File: src/rtl/add_acc_pipe.sv
// Two-stage pipelined adder/accumulator with valid/ready handshakes, overflow flag and transaction counter.
// Define ADD_ACC_PIPE_SAT_EN to saturate the accumulator on overflow instead of wrapping.
module add_acc_pipe #(
  parameter int WIDTH = 4,
  parameter int ACC_W = 8,
  parameter int CNT_W = 16
) (
  input  logic             clk,
  input  logic             rst_n,
  input  logic             in_valid,
  output logic             in_ready,
  input  logic [WIDTH-1:0] in_a,
  input  logic [WIDTH-1:0] in_b,
  input  logic             in_mode,
  input  logic             acc_clr,
  output logic             out_valid,
  input  logic             out_ready,
  output logic [ACC_W-1:0] out_sum,
  output logic             out_ovf,
  output logic [CNT_W-1:0] op_count
);

  logic             w_adv;
  logic             w_accept;
  logic             w_acc_done;
  logic [WIDTH:0]   w_in_sum;
  logic [ACC_W-1:0] w_acc_base;
  logic [ACC_W:0]   w_acc_next;
  logic [ACC_W-1:0] w_acc_res;
  logic             w_acc_ovf;

  logic [WIDTH:0]   r_s1_sum;
  logic             r_s1_mode;
  logic             r_s1_valid;
  logic [ACC_W-1:0] r_acc;
  logic [ACC_W-1:0] r_out_sum;
  logic             r_out_ovf;
  logic             r_out_valid;
  logic [CNT_W-1:0] r_op_count;

  // The whole pipeline moves together; a held result freezes both stages.
  assign w_adv      = !r_out_valid || out_ready;
  assign w_accept   = in_valid && w_adv;
  assign w_acc_done = w_adv && r_s1_valid && r_s1_mode;
  assign w_in_sum   = {1'b0, in_a} + {1'b0, in_b};

  // A clear in the completing cycle takes effect before the add.
  assign w_acc_base = acc_clr ? '0 : r_acc;
  assign w_acc_next = {1'b0, w_acc_base} + (ACC_W+1)'(r_s1_sum);

  // NOTE: every output of a combinational block gets a default first so no latch is inferred.
  always_comb begin
    w_acc_res = w_acc_next[ACC_W-1:0];
    w_acc_ovf = w_acc_next[ACC_W];
`ifdef ADD_ACC_PIPE_SAT_EN
    if (w_acc_next[ACC_W]) begin
      w_acc_res = '1;
    end
`endif
  end

  // NOTE: sequential state uses non-blocking assignments so all registers update from pre-edge values.
  always_ff @(posedge clk or negedge rst_n) begin
    if (!rst_n) begin
      r_s1_sum    <= '0;
      r_s1_mode   <= 1'b0;
      r_s1_valid  <= 1'b0;
      r_out_valid <= 1'b0;
      r_out_sum   <= '0;
      r_out_ovf   <= 1'b0;
    end else if (w_adv) begin
      r_s1_valid  <= w_accept;
      if (w_accept) begin
        r_s1_sum  <= w_in_sum;
        r_s1_mode <= in_mode;
      end
      r_out_valid <= r_s1_valid;
      if (r_s1_valid) begin
        if (r_s1_mode) begin
          r_out_sum <= w_acc_res;
          r_out_ovf <= w_acc_ovf;
        end else begin
          r_out_sum <= ACC_W'(r_s1_sum);
          r_out_ovf <= 1'b0;
        end
      end
    end
  end

  always_ff @(posedge clk or negedge rst_n) begin
    if (!rst_n) begin
      r_acc <= '0;
    end else if (w_acc_done) begin
      r_acc <= w_acc_res;
    end else if (acc_clr) begin
      r_acc <= '0;
    end
  end

  always_ff @(posedge clk or negedge rst_n) begin
    if (!rst_n) begin
      r_op_count <= '0;
    end else if (w_accept) begin
      r_op_count <= r_op_count + 1'b1;
    end
  end

  assign in_ready  = w_adv;
  assign out_valid = r_out_valid;
  assign out_sum   = r_out_sum;
  assign out_ovf   = r_out_ovf;
  assign op_count  = r_op_count;

endmodule
File: config.mk
export PLATFORM = sky130hd
export DESIGN_NAME = add_acc_pipe
export DESIGN_NICKNAME = d
export VERILOG_FILES = /design/src/rtl/add_acc_pipe.sv
export SDC_FILE = /design/constraint.sdc
export NUM_CORES = 1
export LEC_CHECK = 0
export ABC_CLOCK_PERIOD_IN_PS = 1900
export CAP_MARGIN = 20
export CORE_UTILIZATION = 56
export DETAILED_ROUTE_END_ITERATION = 7
export DONT_BUFFER_PORTS = 1
export GPL_TIMING_DRIVEN = 0
export PLACE_DENSITY = 0.74
export REMOVE_ABC_BUFFERS = 1
export SETUP_SLACK_MARGIN = 0.02
export SLEW_MARGIN = 10
export SYNTH_ARGS = -nofsm -noshare
export SYNTH_HDL_FRONTEND = slang
export SYNTH_SLANG_ARGS = --single-unit
File: constraint.sdc
create_clock -name clk -period 1.9 [get_ports clk]
set_clock_uncertainty 0.1 [all_clocks]
set_input_delay 0.095 -clock clk [delete_from_list [all_inputs] [get_ports clk]]
set_output_delay 0.095 -clock clk [all_outputs]
set_load 0.005 [all_outputs]
==> results of run 1 <==
-- worst paths after layout --
check | start | endpoint | slack, ns
max | r_acc[0]$_DFF_PN0_ | out_sum[4]$_DFFE_PN0P_ | -0.04
min | acc_clr | r_acc[6]$_DFF_PN0_ | 0.01
max reg2reg | r_acc[0]$_DFF_PN0_ | out_sum[4]$_DFFE_PN0P_ | -0.04
min reg2reg | op_count[15]$_DFFE_PN0P_ | op_count[15]$_DFFE_PN0P_ | 0.41
max in group asynchronous | rst_n | r_acc[4]$_DFF_PN0_ | 1.31
min in group asynchronous | rst_n | r_s1_sum[0]$_DFFE_PN0P_ | 0.20
-- placed cells by master (no fill, tap or decap), types with 5 or more instances in the layout --
cell | Yosys | final
dfrtp_1 | 41 | 41
inv_1 | 6 | 5
dlygate4sd3_1 | 0 | 13
ha_1 | 10 | 6
o21ai_0 | 15 | 13
nand2_1 | 23 | 22
xnor2_1 | 18 | 18
xor2_1 | 5 | 5
nand3_1 | 8 | 7
nand2b_1 | 6 | 6
mux2_2 | 5 | 5
clkbuf_8 | 0 | 6
-- metrics by stage --
step,TNS (ns),worst slack [ns]
3_3_place_gp,-0.412,-0.133
2_1_floorplan,0,0.0341
6_report,-0.0848,-0.0446
3_5_place_dp,-0.575,-0.154
4_1_cts,0,0.0115
5_1_grt,-0.530,-0.158
-- power breakdown --
| group | switching (mW) | internal [mW] | leakage (nW) | total, mW |
|---|---|---|---|---|
| Clock | 0.309 | 0.427 | 0.0574 | 0.737 |
| Sequential | 0.197 | 1.03 | 0.538 | 1.23 |
| Combinational | 0.268 | 0.289 | 0.542 | 0.557 |
| Total | 0.775 | 1.75 | 1.14 | 2.52 |
-- registers in the layout, summed over array words and instances (netlist names) --
signal      cells
out_valid       1
op_count       16
out_ovf         1
r_acc           8
r_s1_valid      1
out_sum         8
r_s1_mode       1
r_s1_sum        5
-- layer usage --
| layer | part of all wire, % | GRT usage, % | up-vias |
|---|---|---|---|
| met4 | 1.0 | 7.56 | 0 |
| li1 | - | - | 704 |
| met1 | 43 | 28.1 | 726 |
| met2 | 52 | 38.2 | 36 |
| met5 | 0 | 0 | - |
| met3 | 4.1 | 6.57 | 4 |
-- layout make-up --
type / count / area [sq um] / area share, %
Multi-Input combinational cell: 140 / 1120 / 44.4
Sequential cell: 41 / 1030 / 40.6
Timing Repair Buffer: 18 / 180 / 7.12
Clock buffer: 6 / 82.6 / 3.26
Tap cell: 46 / 57.6 / 2.27
Clock inverter: 2 / 37.5 / 1.48
Inverter: 6 / 22.5 / 0.890
-- kinds of logic after synthesis --
kind of cell / after synthesis
fa+ha+maj: 12
simple gates: 65
mux: 7
flops: 41
compound gates: 33
buf+inv: 10
xor+xnor: 23
-- worst register-to-register path, cell delays in order (launching register included) --
cell and delay (ns):
dfrtp_1 0.35, nor2b_4 0.17, ha_4 0.15, inv_2 0.04, fa_2 0.40, nor2b_4 0.14, o21a_1 0.13, nor2_1 0.05
xnor2_1 0.20, o21ai_0 0.10
-- timing repair --
action | in CTS | in global routing
endpoints found under the setup margin | 8 | 12
hold buffers | 14 | 0
pin swaps | 2 | 9
gates resized for setup | 10 | 16
hold endpoints to repair | 54 | 0
setup buffers | 1 | 3
==> metrics.md, run 1 <==
| Metric | Value |
|---|---|
| Worst Hold Slack | `0.0127 ns` |
| Max-Cap Viols | `0` |
| Peak Freq | `514 MHz` |
| Post-Synth Adder-Cell Area | `7.96%` |
| Remaining DRCs | `0` |
| Failing checks | `setup timing` |
| Most common cell in the netlist | `dfrtp_1` |
| Seq cells post-synth | `41` |
| Buf/Inv on CP | `1` |
| Ports | `41` |
| Synth top area share | `49.4%` |
| Slowest stage cell on the critical path | `fa_2` |
| Core Box Area | `0.00344 sq mm` |
| Starting DRT DRC Count | `81` |
| Num CTS Buffers | `5` |
| Xor and xnor area share after synthesis | `9.70%` |
| Tot GR Track Use | `22.8%` |
| Fin cells | `259` |
| Post-DRT Antenna Nets | `0` |
| Pwr Total | `2.52 mW` |
| WS Path Type | `reg -> reg` |
| CTS H-tree depth | `2` |
| Number of flops mapped to enable cells by yosys | `0` |
| Row count | `21` |
| Largest delay share family, worst path | `adder cells` |
| WL/cell | `16.6 microns` |
| First-pass GRT wire length | `7060 microns` |
| Post-layout min period | `1.94 ns` |
| Hold path cells | `3` |
| Fillers | `239` |
| Register area share after synthesis | `49.4%` |
| YS warnings | `0` |
| Port Buffer Count | `0` |
| Share of cells above drive strength 1 | `19.2%` |
| Relative slew slack | `72.3%` |
| Ranking of synthesized cells by area | `dfrtp_1, xnor2_1, ha_1` |
| Slew Viols, Final | `0` |
| CP startpoint kind | `register` |
| Multiplexer share of the synthesized area | `3.68%` |
| Pwr Density | `997 mW/mm^2` |
| Clock Latency Late Sink | `0.29 ns` |
| CTS Buffer Depth | `2` |
| FF-to-FF path depth | `9` |
| Final instance area | `0.00253 sq mm` |
| Routability cong. | `0.906` |
| N_diodes | `0` |
| Vias | `1470` |
| Antenna violations before repair | `0` |
| CTS tree | `built` |
| Top cells by count, synth | `dfrtp_1, nand2_1, xnor2_1` |
| Placed inst area | `0.00211 sq mm` |
| Final wirelength | `4310 microns` |
| Mapped cell area | `0.00208 sq mm` |
| Ys async rst share | `100%` |
| Endpoints failing setup | `2` |
| Synth Area in Compound Gates | `9.83%` |
| Largest family of logic cells by synthesized area | `simple AND/OR/NAND/NOR gates` |
| Layout area overhead | `21.9%` |
| RSZ-0062 raised after global routing | `true` |
| Critical-path cell list | `nor2b_4 -> ha_4 -> inv_2 -> fa_2 -> nor2b_4 -> o21a_1 -> nor2_1 -> xnor2_1 -> o21ai_0` |
| Vias in the first global route | `1512` |
| Worst EP arrival | `2.01 ns` |
| Crit path top cell by count | `nor2b_4` |
| DPL Wire Length | `2720 microns` |
| Die area | `0.00395 sq mm` |
| Root buf cell | `clkbuf_8` |
| Syn_area_per_cell | `10.9 sq um` |
| Routed vias/inst | `5.68` |
| Status | `finished with violations` |
| Synth cell types | `40` |
| WP data required | `1.97 ns` |
| Path length in cells of the critical path | `9` |
| Util after Layout | `73.5%` |
| Critical path endpoint category | `register` |
| Top FF cell, synth | `dfrtp_1` |
| Crit-path max cell delay | `0.40 ns` |
| Worst vdd ir | `621 uV` |
| Gr ovfl total | `0` |
| Final nets | `238` |
| Leak | `1.14 nW` |
| Final hold vios | `0` |
| Fin crit share | `102%` |
| Simple-gate share of the synthesized area | `17.3%` |
| Peak fanout along the critical path | `2` |
| Syn Inst Count | `191` |
| Clk sinks | `41` |
| Post-synth top area cell | `dfrtp_1` |
| Largest net degree at the start of global routing | `42` |
| Initial core utilization | `60.3%` |
| Placed cell count | `233` |
| Worst Hold Class | `in -> reg` |
| Die Ht | `62.9 microns` |
| Clk slew on worst S/H paths | `0.08 ns` |
| Drt pass-1 iters | `4` |
| Worst Max-Slew Pin Slew | `0.416 ns` |
| Die width | `62.9 microns` |
| Final WS setup | `-0.0446 ns` |
Power figures use the tool's default switching activity.
==> inputs of run 2 (changes only) <==
--- a/config.mk
+++ b/config.mk
@@ -7,11 +7,12 @@
 export LEC_CHECK = 0
 export ABC_CLOCK_PERIOD_IN_PS = 1900
 export CAP_MARGIN = 20
-export CORE_UTILIZATION = 56
+export CORE_UTILIZATION = 59
+export CTS_BUF_LIST = sky130_fd_sc_hd__clkbuf_8
 export DETAILED_ROUTE_END_ITERATION = 7
 export DONT_BUFFER_PORTS = 1
 export GPL_TIMING_DRIVEN = 0
-export PLACE_DENSITY = 0.74
+export PLACE_DENSITY = 0.78
 export REMOVE_ABC_BUFFERS = 1
 export SETUP_SLACK_MARGIN = 0.02
 export SLEW_MARGIN = 10
==> metrics.md, run 2 (synthesized netlist as in run 1, its figures left out) <==
| Metric | Value |
|---|---|
| DPL Wire Length | `2860 microns (+5.3%)` |
| Clock Latency Late Sink | `0.30 ns (about the same)` |
| CP startpoint kind | `register` |
| Combinational group share of total power | `23.9% (+1.8 points)` |
| Clock share of power | `27.1% (-2.1 points)` |
| RSZ-0062 raised after global routing | `true` |
| Post-DRT Antenna Nets | `0 (unchanged)` |
| Die area | `0.00376 sq mm (-4.9%)` |
| Net Sw Frac | `31.5% (+0.81 points)` |
| WP data required | `1.98 ns (about the same)` |
| Routability cong. | `0.853 (-5.9%)` |
| CTS tree | `built` |
| Root buf cell | `clkbuf_8` |
| Num CTS Buffers | `5 (unchanged)` |
| Status | `finished with violations` |
| Worst vdd ir | `606 uV (-2.4%)` |
| Ports | `41 (unchanged)` |
| Share of cells above drive strength 1 | `22.6% (+3.3 points)` |
| Worst Max-Slew Pin Slew | `0.453 ns (+0.0365 ns)` |
| Clk sinks | `41 (unchanged)` |
| WS Path Type | `reg -> reg` |
| Flop pwr share | `49.0% (+0.3 points)` |
| Util after Layout | `76.7% (+3.2 points)` |
| Starting DRT DRC Count | `81 (unchanged)` |
| Placed inst area | `0.00211 sq mm (unchanged)` |
| Crit-path max cell delay | `0.39 ns (about the same)` |
| Max reg flops | `16 (unchanged)` |
| Port Buffer Count | `0 (unchanged)` |
| Tot GR Track Use | `28.2% (+5.3 points)` |
| Row count | `21 (unchanged)` |
| Final wirelength | `5000 microns (+16%)` |
| WL/cell | `19.0 microns (+14%)` |
| Worst Hold Slack | `0.00346 ns (-0.00928 ns)` |
| CTS H-tree depth | `2 (unchanged)` |
| Antenna violations before repair | `0 (unchanged)` |
| Die Ht | `61.3 microns (-2.5%)` |
| Fin crit share | `105% (+2.2 points)` |
| First-pass GRT wire length | `7310 microns (+3.6%)` |
| Most frequent cells in the layout | `dfrtp_1, nand2_1, xnor2_1, dlygate4sd3_1, o21ai_0` |
| Peak fanout along the critical path | `2 (unchanged)` |
| NetSw | `0.794 mW (+2.5%)` |
| Final WS setup | `-0.0867 ns (-0.0421 ns)` |
| Crit path top cell by count | `nor2b_4` |
| Slew Viols, Final | `0 (unchanged)` |
| Setup TNS | `-0.263 ns (-0.178 ns)` |
| Relative slew slack | `69.7% (-2.5 points)` |
| Slowest stage cell on the critical path | `fa_2` |
| Final nets | `243 (+2.1%)` |
| N_diodes | `0 (unchanged)` |
| Largest net degree at the start of global routing | `42 (unchanged)` |
| Post-layout min period | `1.99 ns (+0.0421 ns)` |
| Worst Hold Class | `in -> reg` |
| Routed vias/inst | `5.98 (+5.4%)` |
| Gr ovfl total | `0 (unchanged)` |
| Final instance area | `0.00258 sq mm (+1.9%)` |
| Failing checks | `setup timing` |
| Initial core utilization | `61.7% (+1.4 points)` |
| Vias in the first global route | `1579 (+4.4%)` |
| Core Box Area | `0.00336 sq mm (-2.3%)` |
| Worst EP arrival | `2.07 ns (+0.06 ns)` |
| CTS Buffer Depth | `2 (unchanged)` |
| Critical-path cell list | `nor2b_4 -> ha_4 -> inv_2 -> fa_2 -> nor2b_4 -> o21a_1 -> nor2_2 -> xnor2_2 -> o21ai_1` |
| Leak | `1.17 nW (+2.6%)` |
| Largest delay share family, worst path | `adder cells` |
| Max-Cap Viols | `0 (unchanged)` |
| Drt pass-1 iters | `4 (unchanged)` |
| Final hold vios | `0 (unchanged)` |
| Pwr Density | `976 mW/mm^2 (-2.1%)` |
| Critical path endpoint category | `register` |
| Peak Freq | `503 MHz (-2.1%)` |
| Int Pwr | `1.72 mW (-1.3%)` |
| Die width | `61.3 microns (-2.5%)` |
| Most common cell after layout, fill and taps aside | `dfrtp_1` |
| Endpoints failing setup | `4 (+2)` |
| Buf/Inv on CP | `1 (unchanged)` |
| Layout area overhead | `24.2%` |
| Remaining DRCs | `0 (unchanged)` |
| Vias | `1573 (+7.0%)` |
| Clk slew on worst S/H paths | `0.08 ns (about the same)` |
-- run 2: cell types whose count changed in the layout (fill, tap and decap cells not counted), sizes merged --
cell,change
buf,+4
clkbuf,-1
clkinv,+1
clkinvlp,-1
dlygate4sd3,+1
-- run 2: power groups by stage --
stage	logic (mW)	registers, mW	clock network (mW)
floorplan	0.345	1.19	0
global placement	0.390	1.22	0
detailed placement	0.415	1.23	0
CTS	0.516	1.22	0.684
global route	0.662	1.26	0.719
finish	0.603	1.23	0.681
-- run 2: path summary, 6_finish.rpt --
check | start | slack, ns | endpoint | depth (start not counted)
max in group asynchronous | rst_n | 1.31 | out_ovf$_DFFE_PN0P_ | 2
hold reg to reg | op_count[15]$_DFFE_PN0P_ | 0.39 | op_count[15]$_DFFE_PN0P_ | 1
hold / removal | in_b[3] | 0.003 | r_s1_sum[4]$_DFFE_PN0P_ | 3
setup / recovery | r_acc[0]$_DFF_PN0_ | -0.09 | out_sum[4]$_DFFE_PN0P_ | 9
min in group asynchronous | rst_n | 0.19 | r_acc[3]$_DFF_PN0_ | 2
setup reg to reg | r_acc[0]$_DFF_PN0_ | -0.09 | out_sum[4]$_DFFE_PN0P_ | 9
-- run 2: worst register-to-register path, stage by stage (launching register included) --
cell and delay (ns):
dfrtp_1 0.34, nor2b_4 0.18, ha_4 0.16, inv_2 0.05, fa_2 0.39, nor2b_4 0.15, o21a_1 0.17, nor2_2 0.06
xnor2_2 0.19, o21ai_1 0.08
-- run 2: area by class of cell --
class	instances	area, sq um
Tap cell	46	57.6
Clock buffer	5	68.8
Timing Repair Buffer	23	224
Sequential cell	41	1030
Inverter	6	22.5
Clock inverter	2	35.0
Multi-Input combinational cell	140	1140
Fill cell	236	785
-- run 2: through the flow --
step           worst slack [ns]  power, mW  std cells
2_1_floorplan            0.0341       1.53        187
3_3_place_gp             -0.119       1.61        233
3_5_place_dp             -0.197       1.65        233
4_1_cts                  0.0225       2.42        261
5_1_grt                  -0.125       2.64        263
6_report                -0.0867       2.52        263
-- run 2: metal layers --
layer,global-route usage [%],vias to the layer above,share of wire (%)
li1,-,707,-
met1,34.9,780,39
met2,45.5,68,50
met3,7.56,18,8.3
met4,14.3,0,3.2
met5,0,-,0
-- run 2: timing repair --
| action | 4_1_cts | 5_1_grt |
|---|---|---|
| setup endpoints to repair | 11 | 14 |
| setup buffers | 6 | 3 |
| pin swaps | 6 | 13 |
| hold buffers | 15 | 0 |
| hold endpoints to repair | 55 | 0 |
| gates resized for setup | 13 | 22 |
==> inputs of run 3 (changes only) <==
--- a/config.mk
+++ b/config.mk
@@ -5,10 +5,11 @@
 export SDC_FILE = /design/constraint.sdc
 export NUM_CORES = 1
 export LEC_CHECK = 0
-export ABC_CLOCK_PERIOD_IN_PS = 1900
+export ABC_CLOCK_PERIOD_IN_PS = 2050
 export CAP_MARGIN = 20
-export CORE_UTILIZATION = 59
-export CTS_BUF_LIST = sky130_fd_sc_hd__clkbuf_8
+export CORE_UTILIZATION = 62
+export CTS_BUF_LIST = sky130_fd_sc_hd__clkbuf_16
+export CTS_CLUSTER_SIZE = 20
 export DETAILED_ROUTE_END_ITERATION = 7
 export DONT_BUFFER_PORTS = 1
 export GPL_TIMING_DRIVEN = 0
==> constraint.sdc (replaced) <==
create_clock -name clk -period 2.05 [get_ports clk]
set_clock_uncertainty 0.1 [all_clocks]
set_input_delay 0.1025 -clock clk [delete_from_list [all_inputs] [get_ports clk]]
set_output_delay 0.1025 -clock clk [all_outputs]
set_load 0.005 [all_outputs]
==> metrics.md, run 3 (synthesized netlist as in run 1, its figures left out) <==
| Metric | Value |
|---|---|
| Status | `completed` |
| Worst reg2reg endpoint | `r_acc[7]$_DFF_PN0_` |
| Net Sw Frac | `29.2% (-2.3 points)` |
| Post-layout min period | `1.95 ns (-0.0394 ns)` |
| Setup TNS | `0 ns (+0.263 ns)` |
| Routed vias/inst | `5.75 (-3.9%)` |
| Final hold vios | `0 (unchanged)` |
| Pwr Total | `2.46 mW (-2.3%)` |
| Clk sinks | `41 (unchanged)` |
| Initial core utilization | `66.9% (+5.2 points)` |
| WL/cell | `16.4 microns (-14%)` |
| First-pass GRT wire length | `6600 microns (-9.7%)` |
| Placed inst area | `0.00211 sq mm (-0.12%)` |
| Routability cong. | `0.865 (+1.5%)` |
| Placed cell count | `231 (-0.86%)` |
| Worst EP arrival | `2.01 ns (-0.06 ns)` |
| Remaining DRCs | `0 (unchanged)` |
| Final wirelength | `4030 microns (-19%)` |
| Core Box Area | `0.00310 sq mm (-7.7%)` |
| FF-to-FF path depth | `8 (-1)` |
| Area occupied by multi-input gates | `0.00102 sq mm (-10%)` |
| Fin cells | `246 (-6.5%)` |
| Final nets | `227 (-6.6%)` |
| Gr ovfl total | `0 (unchanged)` |
| Root buf cell | `clkbuf_16` |
| Clk slew on worst S/H paths | `0.06 ns (-0.02 ns)` |
| Critical Path End | `r_acc[7]$_DFF_PN0_` |
| Max-Cap Viols | `0 (unchanged)` |
| Ports | `41 (unchanged)` |
| Row count | `20 (-4.8%)` |
| Most frequent cells in the layout | `dfrtp_1, nand2_1, xnor2_1, o21ai_0, ha_1` |
| Peak Freq | `514 MHz (+2.0%)` |
| Layout area overhead | `14.8%` |
| Die area | `0.00358 sq mm (-4.7%)` |
| Share of cells above drive strength 1 | `11.9% (-11 points)` |
| Worst Max-Slew Pin Slew | `0.450 ns (-0.00243 ns)` |
| Largest net degree at the start of global routing | `42 (unchanged)` |
| Drt pass-1 iters | `4 (unchanged)` |
| Most common cell after layout, fill and taps aside | `dfrtp_1` |
| Flop pwr share | `46.1% (-2.9 points)` |
| NetSw | `0.719 mW (-9.4%)` |
| Crit path from | `r_acc[1]$_DFF_PN0_` |
| Slew Viols, Final | `0 (unchanged)` |
| Int Pwr | `1.74 mW (+0.97%)` |
| Critical path endpoint category | `register` |
| WS Path Type | `reg -> reg` |
| Max reg flops | `16 (unchanged)` |
| Sequential cell area | `0.00103 sq mm (unchanged)` |
| CTS Buffer Depth | `2 (unchanged)` |
| Reg-to-Reg Start | `r_acc[1]$_DFF_PN0_` |
| Leak | `1.10 nW (-5.6%)` |
| Vias in the first global route | `1475 (-6.6%)` |
| Antenna violations before repair | `0 (unchanged)` |
| Final WS setup | `0.103 ns (+0.189 ns)` |
| DPL Wire Length | `2740 microns (-4.2%)` |
| Combinational group share of total power | `17.5% (-6.4 points)` |
| N_diodes | `0 (unchanged)` |
| CTS H-tree depth | `2 (unchanged)` |
| Post-DRT Antenna Nets | `0 (unchanged)` |
| R2r setup slk | `0.10 ns (+0.19 ns)` |
| Starting DRT DRC Count | `79 (-2.5%)` |
| Die width | `59.9 microns (-2.4%)` |
| CTS tree | `built` |
| RSZ-0062 raised after global routing | `true` |
| Peak fanout along the critical path | `3 (+1)` |
| Endpoints failing setup | `0 (-4)` |
| Tot GR Track Use | `25.5% (-2.7 points)` |
| Worst hold start | `in_b[1]` |
| Worst vdd ir | `743 uV (+23%)` |
| Clock share of power | `36.4% (+9.3 points)` |
| WP data required | `2.11 ns (+0.13 ns)` |
| Die Ht | `59.9 microns (-2.4%)` |
| Fin crit share | `95.0% (-9.6 points)` |
| Pre-CTS setup slack | `-0.0442 ns (+0.153 ns)` |
| Fillers | `208 (-12%)` |
| Setup bufs post-CTS | `0 (-6)` |
| Port Buffer Count | `0 (unchanged)` |
| Final instance area | `0.00238 sq mm (-7.6%)` |
| CP startpoint kind | `register` |
| Pwr Density | `1030 mW/mm^2 (+5.8%)` |
| Worst Hold Class | `in -> reg` |
| Relative slew slack | `69.9% (+0.15 points)` |
| Num CTS Buffers | `5 (unchanged)` |
| Vias | `1414 (-10%)` |
| Clock Latency Late Sink | `0.28 ns (-0.02 ns)` |
## run 3: changes by cell type in the layout (fill, tap and decap cells not counted), sizes merged
cell          previous run  this run
dlymetal6s4s             0         1
buf                      9         1
dlygate4sd3             14         5
clkinvlp                 0         1
## run 3: how the worst min path moves through the flow
| stage | cells after the start | end |
|---|---|---|
| final | 3 | r_s1_sum[1]$_DFFE_PN0P_ |
| after global routing | 2 | r_acc[0]$_DFF_PN0_ |
| after CTS | 3 | r_s1_sum[1]$_DFFE_PN0P_ |
| after detailed placement | 0 | r_acc[7]$_DFF_PN0_ |
| after global placement | 0 | out_sum[6]$_DFFE_PN0P_ |
| after floorplan | 0 | op_count[0]$_DFFE_PN0P_ |
## run 3: power by group through the flow
stage          Sequential (mW)  Clock [mW]  Combinational, mW
2_1_floorplan             1.10           0              0.319
3_3_place_gp              1.13           0              0.361
3_5_place_dp              1.14           0              0.382
4_1_cts                   1.13       0.905              0.427
5_1_grt                   1.16       0.949              0.487
6_report                  1.13       0.895              0.431
## run 3: cell type report
cell class | instances | area share, %
sequential | 41 | 43.1
multi-input combinational | 140 | 43.0
clock buffer | 5 | 5.25
timing repair buffer | 7 | 3.47
tap | 44 | 2.31
clock inverter | 3 | 1.94
inverter | 6 | 0.945
## run 3: metrics by stage
stage / utilization, % / hold slack (ns)
floorplan: - / -0.293
global placement: 68.0 / -0.292
detailed placement: 68.0 / -0.292
CTS: 76.4 / 0.0118
global route: 76.8 / 0.0152
finish: 76.8 / 0.0137
## run 3: what timing repair did
item,CTS,global route
endpoints found under the setup margin,5,7
endpoints found under the hold margin,49,0
pin swaps,0,1
gates resized for setup,3,4
hold buffers,7,0
## run 3: layer usage
metal / wire length (microns) / global-route usage (%) / up-vias
li1: - / - / 679
met2: 2050 / 42.5 / 37
met3: 219 / 7.36 / 4
met5: 0 / 0 / -
met4: 44 / 10.3 / 0
met1: 1710 / 30.9 / 694
## run 3: worst max-delay path: stages (launching register included)
cell,delay [ns]
dfrtp_1,0.36
nand2b_1,0.12
inv_1,0.07
ha_1,0.29
a211oi_1,0.30
o31a_1,0.26
nand2b_4,0.16
nor2_1,0.06
xnor2_1,0.12
